==> config.mk <==
export PLATFORM = sky130hd
export DESIGN_NAME = regfile_wb_sched
export DESIGN_NICKNAME = d
export VERILOG_FILES = /design/src/rtl/regfile_wb_sched_pkg.sv /design/src/rtl/regfile_wb_sched_rr_arbiter.sv /design/src/rtl/regfile_wb_sched.sv
export SDC_FILE = /design/constraint.sdc
export NUM_CORES = 1
export LEC_CHECK = 0
export ABC_AREA = 1
export CAP_MARGIN = 40
export CORE_UTILIZATION = 36
export CTS_BUF_LIST = sky130_fd_sc_hd__clkbuf_4 sky130_fd_sc_hd__clkbuf_8 sky130_fd_sc_hd__clkbuf_16
export CTS_CLUSTER_SIZE = 30
export DETAILED_ROUTE_END_ITERATION = 16
export HOLD_SLACK_MARGIN = 0.03
export PLACE_DENSITY = 0.79
export SYNTH_ARGS = -nofsm -noshare
export SYNTH_HDL_FRONTEND = slang
export SYNTH_SLANG_ARGS = --single-unit
==> constraint.sdc <==
create_clock -name clk -period 6.9 [get_ports clk]
set_input_delay 1.035 -clock clk [delete_from_list [all_inputs] [get_ports clk]]
set_output_delay 1.035 -clock clk [all_outputs]
set_load 0.02 [all_outputs]
==> src/rtl/regfile_wb_sched_pkg.sv <==
// Shared core types for the writeback path: register index, result value and
// the registered write-stage entry, plus a small ring-index helper.
package regfile_wb_sched_pkg;

    localparam int XLEN          = 32;
    localparam int NUM_ARCH_REGS = 32;
    localparam int REG_IDX_W     = $clog2(NUM_ARCH_REGS);

    typedef logic [REG_IDX_W-1:0] uop_reg_t;
    typedef logic [XLEN-1:0]      uop_val_t;

    localparam uop_reg_t REG_X0 = '0;

    typedef struct packed {
        logic     en;
        uop_reg_t addr;
        uop_val_t val;
    } wb_entry_t;

    // Position 'off' steps past 'base' on a ring of n slots; off is below n.
    function automatic int rrIndex(input int base, input int off, input int n);
        int sum;
        sum = base + off;
        return (sum >= n) ? (sum - n) : sum;
    endfunction

endpackage

==> src/rtl/regfile_wb_sched_rr_arbiter.sv <==
// Round-robin arbiter: one-hot grant searched from a rotating pointer, which
// moves just past the winner whenever the grant is taken.
module rr_arbiter
    import regfile_wb_sched_pkg::*;
#(
    parameter int N = 3
) (
    input  logic         clk,
    input  logic         rst,
    input  logic [N-1:0] req,
    input  logic         advance,
    output logic [N-1:0] gnt
);

    localparam int PW = (N > 1) ? $clog2(N) : 1;

    logic [PW-1:0] r_ptr;
    logic [PW-1:0] w_gntIdx;
    logic [N-1:0]  w_gnt;
    logic          w_found;

    always_comb begin
        w_gnt    = '0;
        w_gntIdx = '0;
        w_found  = 1'b0;
        for (int k = 0; k < N; k++) begin
            if (!w_found && req[rrIndex(int'(r_ptr), k, N)]) begin
                w_gnt[rrIndex(int'(r_ptr), k, N)] = 1'b1;
                w_gntIdx = PW'(rrIndex(int'(r_ptr), k, N));
                w_found  = 1'b1;
            end
        end
    end

    assign gnt = w_gnt;

    always_ff @(posedge clk or posedge rst) begin
        if (rst) begin
            r_ptr <= '0;
        end else if (advance && w_found) begin
            r_ptr <= (w_gntIdx == PW'(N - 1)) ? '0 : (w_gntIdx + 1'b1);
        end
    end

endmodule

==> src/rtl/regfile_wb_sched.sv <==
// Writeback scheduler: arbitrates the register-file write port among the
// execution units and tracks in-flight destinations for RAW stalls.
module regfile_wb_sched
    import regfile_wb_sched_pkg::*;
#(
    parameter int NUM_REQ = 3
) (
    input  logic               clk,
    input  logic               rst,
    input  logic [NUM_REQ-1:0] req_valid,
    output logic [NUM_REQ-1:0] req_ready,
    input  uop_reg_t           req_rd  [NUM_REQ],
    input  uop_val_t           req_val [NUM_REQ],
    input  logic               issue_en,
    input  uop_reg_t           issue_rd,
    input  uop_reg_t           rs0_addr,
    input  uop_reg_t           rs1_addr,
    output logic               rs0_busy,
    output logic               rs1_busy,
    output logic               w0en,
    output uop_reg_t           w0addr,
    output uop_val_t           w0val
);

    logic [NUM_REQ-1:0]       w_gnt;
    logic                     w_accept;
    uop_reg_t                 w_selRd;
    uop_val_t                 w_selVal;
    wb_entry_t                r_wb;
    logic [NUM_ARCH_REGS-1:0] r_busy;
    logic [NUM_ARCH_REGS-1:0] w_busyNext;

    rr_arbiter #(
        .N       (NUM_REQ)
    ) u_arb (
        .clk     (clk),
        .rst     (rst),
        .req     (req_valid),
        .advance (w_accept),
        .gnt     (w_gnt)
    );

    // Grants are suppressed while reset is held so no unit believes it was accepted.
    assign req_ready = rst ? '0 : w_gnt;
    assign w_accept  = |req_ready;

    always_comb begin
        w_selRd  = REG_X0;
        w_selVal = '0;
        for (int i = 0; i < NUM_REQ; i++) begin
            if (req_ready[i]) begin
                w_selRd  = req_rd[i];
                w_selVal = req_val[i];
            end
        end
    end

    // Results to x0 are consumed here but never reach the register file.
    always_ff @(posedge clk or posedge rst) begin
        if (rst) begin
            r_wb <= '0;
        end else if (w_accept) begin
            r_wb.en   <= (w_selRd != REG_X0);
            r_wb.addr <= w_selRd;
            r_wb.val  <= w_selVal;
        end else begin
            r_wb.en <= 1'b0;
        end
    end

    assign w0en   = r_wb.en;
    assign w0addr = r_wb.addr;
    assign w0val  = r_wb.val;

    // Clear first so a same-edge issue to the register being written keeps it busy.
    always_comb begin
        w_busyNext = r_busy;
        if (r_wb.en) begin
            w_busyNext[r_wb.addr] = 1'b0;
        end
        if (issue_en && (issue_rd != REG_X0)) begin
            w_busyNext[issue_rd] = 1'b1;
        end
        w_busyNext[REG_X0] = 1'b0;
    end

    always_ff @(posedge clk or posedge rst) begin
        if (rst) begin
            r_busy <= '0;
        end else begin
            r_busy <= w_busyNext;
        end
    end

    assign rs0_busy = r_busy[rs0_addr];
    assign rs1_busy = r_busy[rs1_addr];

endmodule

==> metrics list, run 1 <==
- Worst Setup Slack, final: 2.26 ns
* Lkg Pwr: 2.92 nW
* Nets@finish: 929
* Sequential cell area: 1780 um2
- The internal power of the cells totals ~1.7 mW.
- Area growth, synth to finish: 48.4%
- Clock tree from TritonCTS: done
- Crit path DAT: 3.61 ns
* Data required time of the critical path: 5.86 ns
- Setup repair after global routing missed its margin: false
- Netlist cell types: 34
- Post-Syn Nets: 765
- The critical path in this run is classified as in -> out.
* Start point of the worst min-delay path: w0val[4]
- H-tree Lvls: 3
- The startpoint identified for the worst register-to-register timing path is u_arb.r_ptr[0].
- Core area: 12100 um2
- Number of gates given a new drive strength after cts: 0
* Number of buffers on the longest clock path: 2
* Clk network pwr share: 0.162
* Placed wire-length estimate: about 11000 um
* Initial antenna violation count: 0
- The most used flip-flop cell after synthesis is dfrtp_1.
* Final worst-path cycle share: 0.673
- Initial cell density of the core: 0.371
- IR analysis of the VDD net gives a maximum drop of 190 uV.
- Dividing the detail-routed wire length by the instance count gives roughly 15 um.
* Worst hold path stage count: 2
* Pin count of the biggest net entering global routing: 88
- Setup slack at placement: around 2.3 ns
- After synthesis the cells add up to between 4000 and 5000 um2.
- Hold repair after CTS inserted 0 buffers.
- In this run the tightest slew margin relative to its limit is 0.426.
- Placement row count: 40
- Number of ports placed on the die boundary: 175
* Sequential fraction of the synthesis area: 0.397
- Total count of max-transition violations in the final report: 0
* Reg clk slew, reported paths: 0.06 ns
- Diode insertion count for antenna repair: 0
- Floorplan die height: 114 um
* Number of global-route vias before repair: 4810
- At the end of routability-driven placement, the weighted congestion stood at 0.937.
* Number of buffers added for setup after CTS: 0
- After filler insertion, the fill cell instance count of the layout stands at 1141.
- Leaving out fill and tap cells, the most frequent cells in the layout are clkdlybuf4s50_1 (174), nand2_1 (150), nand3_1 (96).
- Root Driver: clkbuf_16
- Via density per instance: 5.22
- First-pass GRT wire length: 23300 um
- Launching element type of the critical path: input pin
- The synthesized design contains 0 enable-type register cells.
* Number of maximum-capacitance violations: 0
* Average instance area after synthesis: 7.12 um2
- In the final layout, the multi-input gates occupy 2360 um2.
- The clock net in this run drives a total of 71 sinks.
- The completed layout was analyzed and its total power is 3.05 mW.
* Clock skew after layout: 0.00499 ns
* Final WL: 14400 um
- Across every metal layer, demand over resource in global routing totals 0.228.
- Antenna-violating nets left: 0
* 1st-iter DRT viols: approximately 370
- Power per cell area: 459 nW/um2
- For the pin with the worst max-slew slack, the measured transition is 0.853 ns.
- Number of warnings issued by yosys: 0
- Switch Pwr: 1.40 mW
* Via total after detailed routing: 5046
- GRT Residual Overflow: 0
* Die W: between 100 and 150 um
- For this run, design rule violations remaining after detail routing come to 0.
* Count of buffers inserted at the top-level ports: 174
- Synthesis-stage register bit count: just over 70
* Final hold slack: 0.503 ns
- 1st-pass router iterations: 5
- Tracing the worst setup path back leads to its startpoint at rs0_addr[0].
- Of the total power, the share spent switching nets is 0.459.
* TritonCTS buffer count: 9
* Relative contribution of sequential cells to total power: 0.271
- The number of cells on the worst reg-to-reg path is 14.
- Comb power frac: 0.566
* Critical-path maximum fanout: 16
* DIE AREA: around 13000 um2
* Type of the tightest min-delay check: reg -> reg
- For this run, the top clock speed supported by timing is ~220 MHz.
* Synth async-reset ratio: 1.00
- Setup violations remaining at the end of the flow were counted as 0.
- For the finished layout, the period the worst path requires is 4.64 ns.
- The worst setup path is captured at a primary output.
* Insertion delay to the later sink of the worst-skew pair: 0.32 ns
* Number of hold-slack violations in the final timing report: 0
- The library cell used most frequently in the layout, excluding fill and tap cells, is clkdlybuf4s50_1.
- The cell count after synthesis came out at ~630.
- Of the cells placed in the final design, the portion with a size suffix greater than 1 is 0.0539.
* Summed negative setup slack over all endpoints: 0 ns
* Outcome: complete, no violations
path summary, 6_finish.rpt:
kind	to	slack, ns
worst max-delay path	rs0_busy	2.26
worst min-delay path	w0val[4]	0.50
worst max register to register	u_arb.r_ptr[0]	3.92
worst min register to register	w0val[4]	0.50
max in group asynchronous	r_busy[5]	5.02
min in group asynchronous	w0val[26]	1.30
kinds of logic (layout without fill, tap and decap cells):
| group | Yosys count | after routing | synth area share |
|---|---|---|---|
| compound gates | 161 | 161 | 0.192 |
| simple gates | 320 | 320 | 0.322 |
| fa+ha+maj | 4 | 4 | 0.0112 |
| buf+inv | 73 | 242 | 0.0776 |
| flops | 71 | 71 | 0.397 |
power groups by stage:
stage               sequential (mW)  combinational (mW)  clock [mW]
finish                        0.828                1.73       0.494
global route                  0.849                1.93       0.520
CTS                           0.820                1.74       0.500
detailed placement            0.822                1.73           0
global placement              0.822                1.68           0
floorplan                     0.898                1.07           0
cells in the mapped netlist (6+ instances only):
| master | number | area [um2] |
|---|---|---|
| nand2_1 | 150 | 563 |
| dfrtp_1 | 71 | 1780 |
| inv_1 | 43 | 161 |
| o21ai_1 | 38 | 190 |
| a21oi_1 | 8 | 40.0 |
| nand2_2 | 7 | 43.8 |
| o21ai_0 | 94 | 470 |
| nor3_1 | 11 | 55.1 |
| o22ai_1 | 6 | 37.5 |
| nor2_1 | 40 | 150 |
| o221ai_1 | 6 | 52.6 |
| clkbuf_1 | 6 | 22.5 |
| nand3_1 | 96 | 480 |
| buf_4 | 10 | 75.1 |
final cells by class:
cell class | instances | area share
timing repair buffer | 178 | 0.271
sequential | 71 | 0.267
multi-input combinational | 485 | 0.354
tap | 168 | 0.0316
clock inverter | 7 | 0.0143
inverter | 48 | 0.0273
clock buffer | 9 | 0.0339
critical path, stage by stage:
cell and delay (ns):
clkdlybuf4s50_1 0.80, inv_1 0.34, a21oi_1 0.21, o21ai_0 0.10
nand3_1 0.08, o21ai_0 0.08, o21ai_0 0.15, nor2_1 0.06
a31oi_1 0.14, clkdlybuf4s50_1 0.62
metal layers:
| metal | global-route usage | up-vias | part of all wire |
|---|---|---|---|
| met3 | 0.0584 | 33 | 0.098 |
| met4 | 0.0789 | 0 | 0.023 |
| met2 | 0.393 | 260 | 0.49 |
| met1 | 0.276 | 2279 | 0.39 |
| met5 | 0 | - | 0 |
| li1 | - | 2474 | - |
sequential cells by signal (all words and copies together), names as in the netlist:
name	flops
r_busy	31
w0val	32
u_arb.r_ptr	2
w0addr	5
w0en	1
per-stage QoR:
step | util | std cells | instance area, um2
CTS | 0.551 | 966 | 6650
detailed placement | 0.525 | 950 | 6330
floorplan | - | 629 | 4480
finish | 0.551 | 966 | 6650
global placement | 0.521 | 948 | 6280
global route | 0.551 | 966 | 6650
Power figures use the tool's default switching activity.
==> run 2, diff against run 1 <==
PLACE_DENSITY = 0.82   (was 0.79)
clock period = 3.8 ns   (was 6.9 ns; I/O delays follow)
==> metrics list, run 2 (synthesized netlist as in run 1, its figures left out) <==
* Switch Pwr: 2.60 mW (+86%)
- TritonCTS built the clock tree.
- Diode insertion count for antenna repair: 0 (unchanged)
- Number of hold buffers added after cts: 0 (unchanged)
* Setup slack at placement: 0.436 ns (-1.85 ns)
- The internal cell power is 2.88 mW (+74%).
- List of cells traversed by the critical path: clkdlybuf4s50_1 -> clkinv_1 -> a21oi_1 -> o21ai_0 -> nand3_1 -> o21ai_0 -> o21ai_0 -> nor2_1 -> a31oi_1 -> clkdlybuf4s50_1
* DRC violation count after routing: 0 (unchanged)
- The buffer depth of the longest clock path is 2 (unchanged).
- The detailed-placement wirelength estimate came to 11300 um (+3.9%).
* Number of gates given a new drive strength after cts: 0 (unchanged)
- The routed length on met1 was 5890 um (+6.0%).
- Setup crit end kind: primary output
- The number of buffer cells added on primary ports was 174 (unchanged).
- Bufs and invs on worst path: 3 (unchanged)
- Lkg Pwr: 2.90 nW (-0.62%)
* Data required time of the critical path: 3.23 ns (-2.63 ns)
- Layout cell share with drive strength beyond 1: 0.0586 (+0.00472)
- 1st-iter DRT viols: 304 (-18%)
* Crit path DAT: 2.81 ns (-0.80 ns)
- Slowest library cell on the worst path: clkdlybuf4s50_1
- Number of global-route vias before repair: 4752 (-1.2%)
* Maximum clock rate: between 200 and 300 MHz
- The die width was 114 um (unchanged).
- Clk network pwr share: 0.145 (-0.017)
- The via count came to 5097 (+1.0%).
- Number of buffers added for setup after CTS: 0 (unchanged)
* Worst Setup Path Type: in -> out
- The routed length on met2 is 7310 um (+2.8%).
- The total clock sinks is 71 (unchanged).
- H-tree Lvls: 3 (unchanged)
* Pin count of the biggest net entering global routing: 108 (+23%)
- Leaving out fill and tap cells, the most frequent cell in the layout is clkdlybuf4s50_1.
- The worst-case headroom to the max-slew limit came to 0.415 (-0.0113).
- The area of the die was 12900 um2 (unchanged).
- The detailed router used layers up to and including met4.
- The detailed-route wire length is 15000 um (+3.8%).
- Antenna-violating nets left: 0 (unchanged)
- The clock latency on the worst-skew pair came to 0.33 ns (about the same).
- Summed negative setup slack over all endpoints: 0 ns (unchanged)
* Launching element type of the critical path: input pin
- Nets@finish: 933 (+0.43%)
* Power per cell area: 828 nW/um2 (+81%)
- Floorplan die height: 114 um (unchanged)
- Detailed-routed wire length on met3: 1490 um (+5.0%)
- Placed Area: 6340 um2 (+0.16%)
* Filler cell count in the final layout: 1130 (-0.96%)
- The clock transition at the registers of the reported paths is 0.06 ns (about the same).
- Fraction of power spent switching nets: 0.475 (+0.0162)
* Placement row count: 40 (unchanged)
- Number of maximum-capacitance violations: 0 (unchanged)
* GRT Residual Overflow: 0 (unchanged)
- The total core area is 12100 um2 (unchanged).
- The number of buffers inserted during clock tree synthesis was 9 (unchanged).
- The total routing resource utilization after global routing was 0.236 (+0.00741).
* Time the final worst path needs with I/O delays and setup: 3.38 ns
- Initial antenna violation count: 0 (unchanged)
* Worst Setup Slack, final: 0.416 ns (-1.84 ns)
- The maximum cell stage delay along the critical path is 0.62 ns (-0.18 ns).
- The hold violation total from the final report was 0 (unchanged).
* Number of ports placed on the die boundary: 175 (unchanged)
* Critical-path maximum fanout: 10 (-6)
* First-pass GRT wire length: 23800 um (+2.0%)
- The maximum vdd ir drop is 393 uV (+110%).
- The tree is rooted in a clkbuf_16.
* Total count of max-transition violations in the final report: 0 (unchanged)
- In the finished design, the share of the clock period the worst path needs comes to 0.890.
- Clock skew after layout: 0.00542 ns (+0.000429 ns)
- Detail-routed net length per standard cell: 15.4 um (+3.4%)
- Post-Layout Inst Area: 6620 um2 (-0.43%)
- Number of flip-flops under the largest register name: 32 (unchanged)
* 1st-pass router iterations: 6 (+1)
- The via count normalized by instance count is 5.25 (+0.59%).
- Crit-path leading delay family: buffers and inverters
- The area growth from synthesis to layout is 47.8%.
* Most used cell, CP: o21ai_0
- Setup repair after global routing left no endpoint under its margin.
- Transition time at the pin with the least slew margin: 0.870 ns (+0.0168 ns)
- Routability Congestion: 0.922 (-1.7%)
- The path class of the tightest hold or removal check is reg -> reg.
* Most frequent cells in the layout: clkdlybuf4s50_1 (174), nand2_1 (150), nand3_1 (96)
* Outcome: complete, no violations
- The initial cell density of the core is 0.371 (unchanged).
- The register share of total power was 0.272 (about the same).
- The share of total power in combinational logic came to 0.584 (+0.018).
* Final setup violation count: 0 (unchanged)
==> run 2: cell types whose count changed in the layout (fill, tap and decap cells not counted) <==
cell / before / now
inv_6: 1 / 3
clkinvlp_4: 1 / 4
clkinv_2: 3 / 1
buf_4: 2 / 7
clkinv_4: 1 / 0
bufinv_16: 2 / 0
buf_16: 1 / 0
==> run 2: path summary, 6_finish.rpt <==
kind	from	endpoint	slack (ns)	depth (start not counted)
min	w0val[1]	w0val[1]	0.51	2
min reg2reg	w0val[1]	w0val[1]	0.51	2
max	rs0_addr[1]	rs0_busy	0.42	10
min in group asynchronous	rst	w0val[26]	0.94	3
max in group asynchronous	rst	r_busy[2]	2.49	3
max reg2reg	u_arb.r_ptr[0]	w0val[26]	1.04	15
==> run 2: layout make-up <==
class                      count  area (um2)  area share
inverter                      48         181      0.0274
multi-input combinational    485        2360       0.356
tap                          168         210      0.0318
clock buffer                   9         225      0.0340
sequential                    71        1780       0.268
clock inverter                 7        56.3     0.00851
timing repair buffer         182        1810       0.274
==> run 2: power by group through the flow <==
| stage | logic, mW | clock network, mW | registers (mW) |
|---|---|---|---|
| after floorplan | 1.95 | 0 | 1.63 |
| after global placement | 3.12 | 0 | 1.48 |
| after detailed placement | 3.20 | 0 | 1.48 |
| after CTS | 3.21 | 0.805 | 1.48 |
| after global routing | 3.56 | 0.836 | 1.52 |
| final | 3.20 | 0.794 | 1.49 |
==> run 2: worst min-delay path, stage by stage, from the launching register on <==
cell	delay (ns)
dfrtp_1	0.34
nand3_1	0.07
nand2_1	0.06
==> run 2: per-layer routing <==
| metal | up-vias | GRT usage |
|---|---|---|
| met5 | - | 0 |
| met4 | 0 | 0.0807 |
| met3 | 24 | 0.0574 |
| met2 | 272 | 0.402 |
| met1 | 2322 | 0.291 |
| li1 | 2479 | - |
==> run 2: per-stage QoR <==
step	hold WS, ns	std cells	power [mW]	util
finish	0.510	970	5.48	0.549
global route	0.531	970	5.92	0.549
CTS	0.513	970	5.49	0.549
detailed placement	0.495	954	4.68	0.526
global placement	0.490	954	4.60	0.526
floorplan	0.471	629	3.58	-
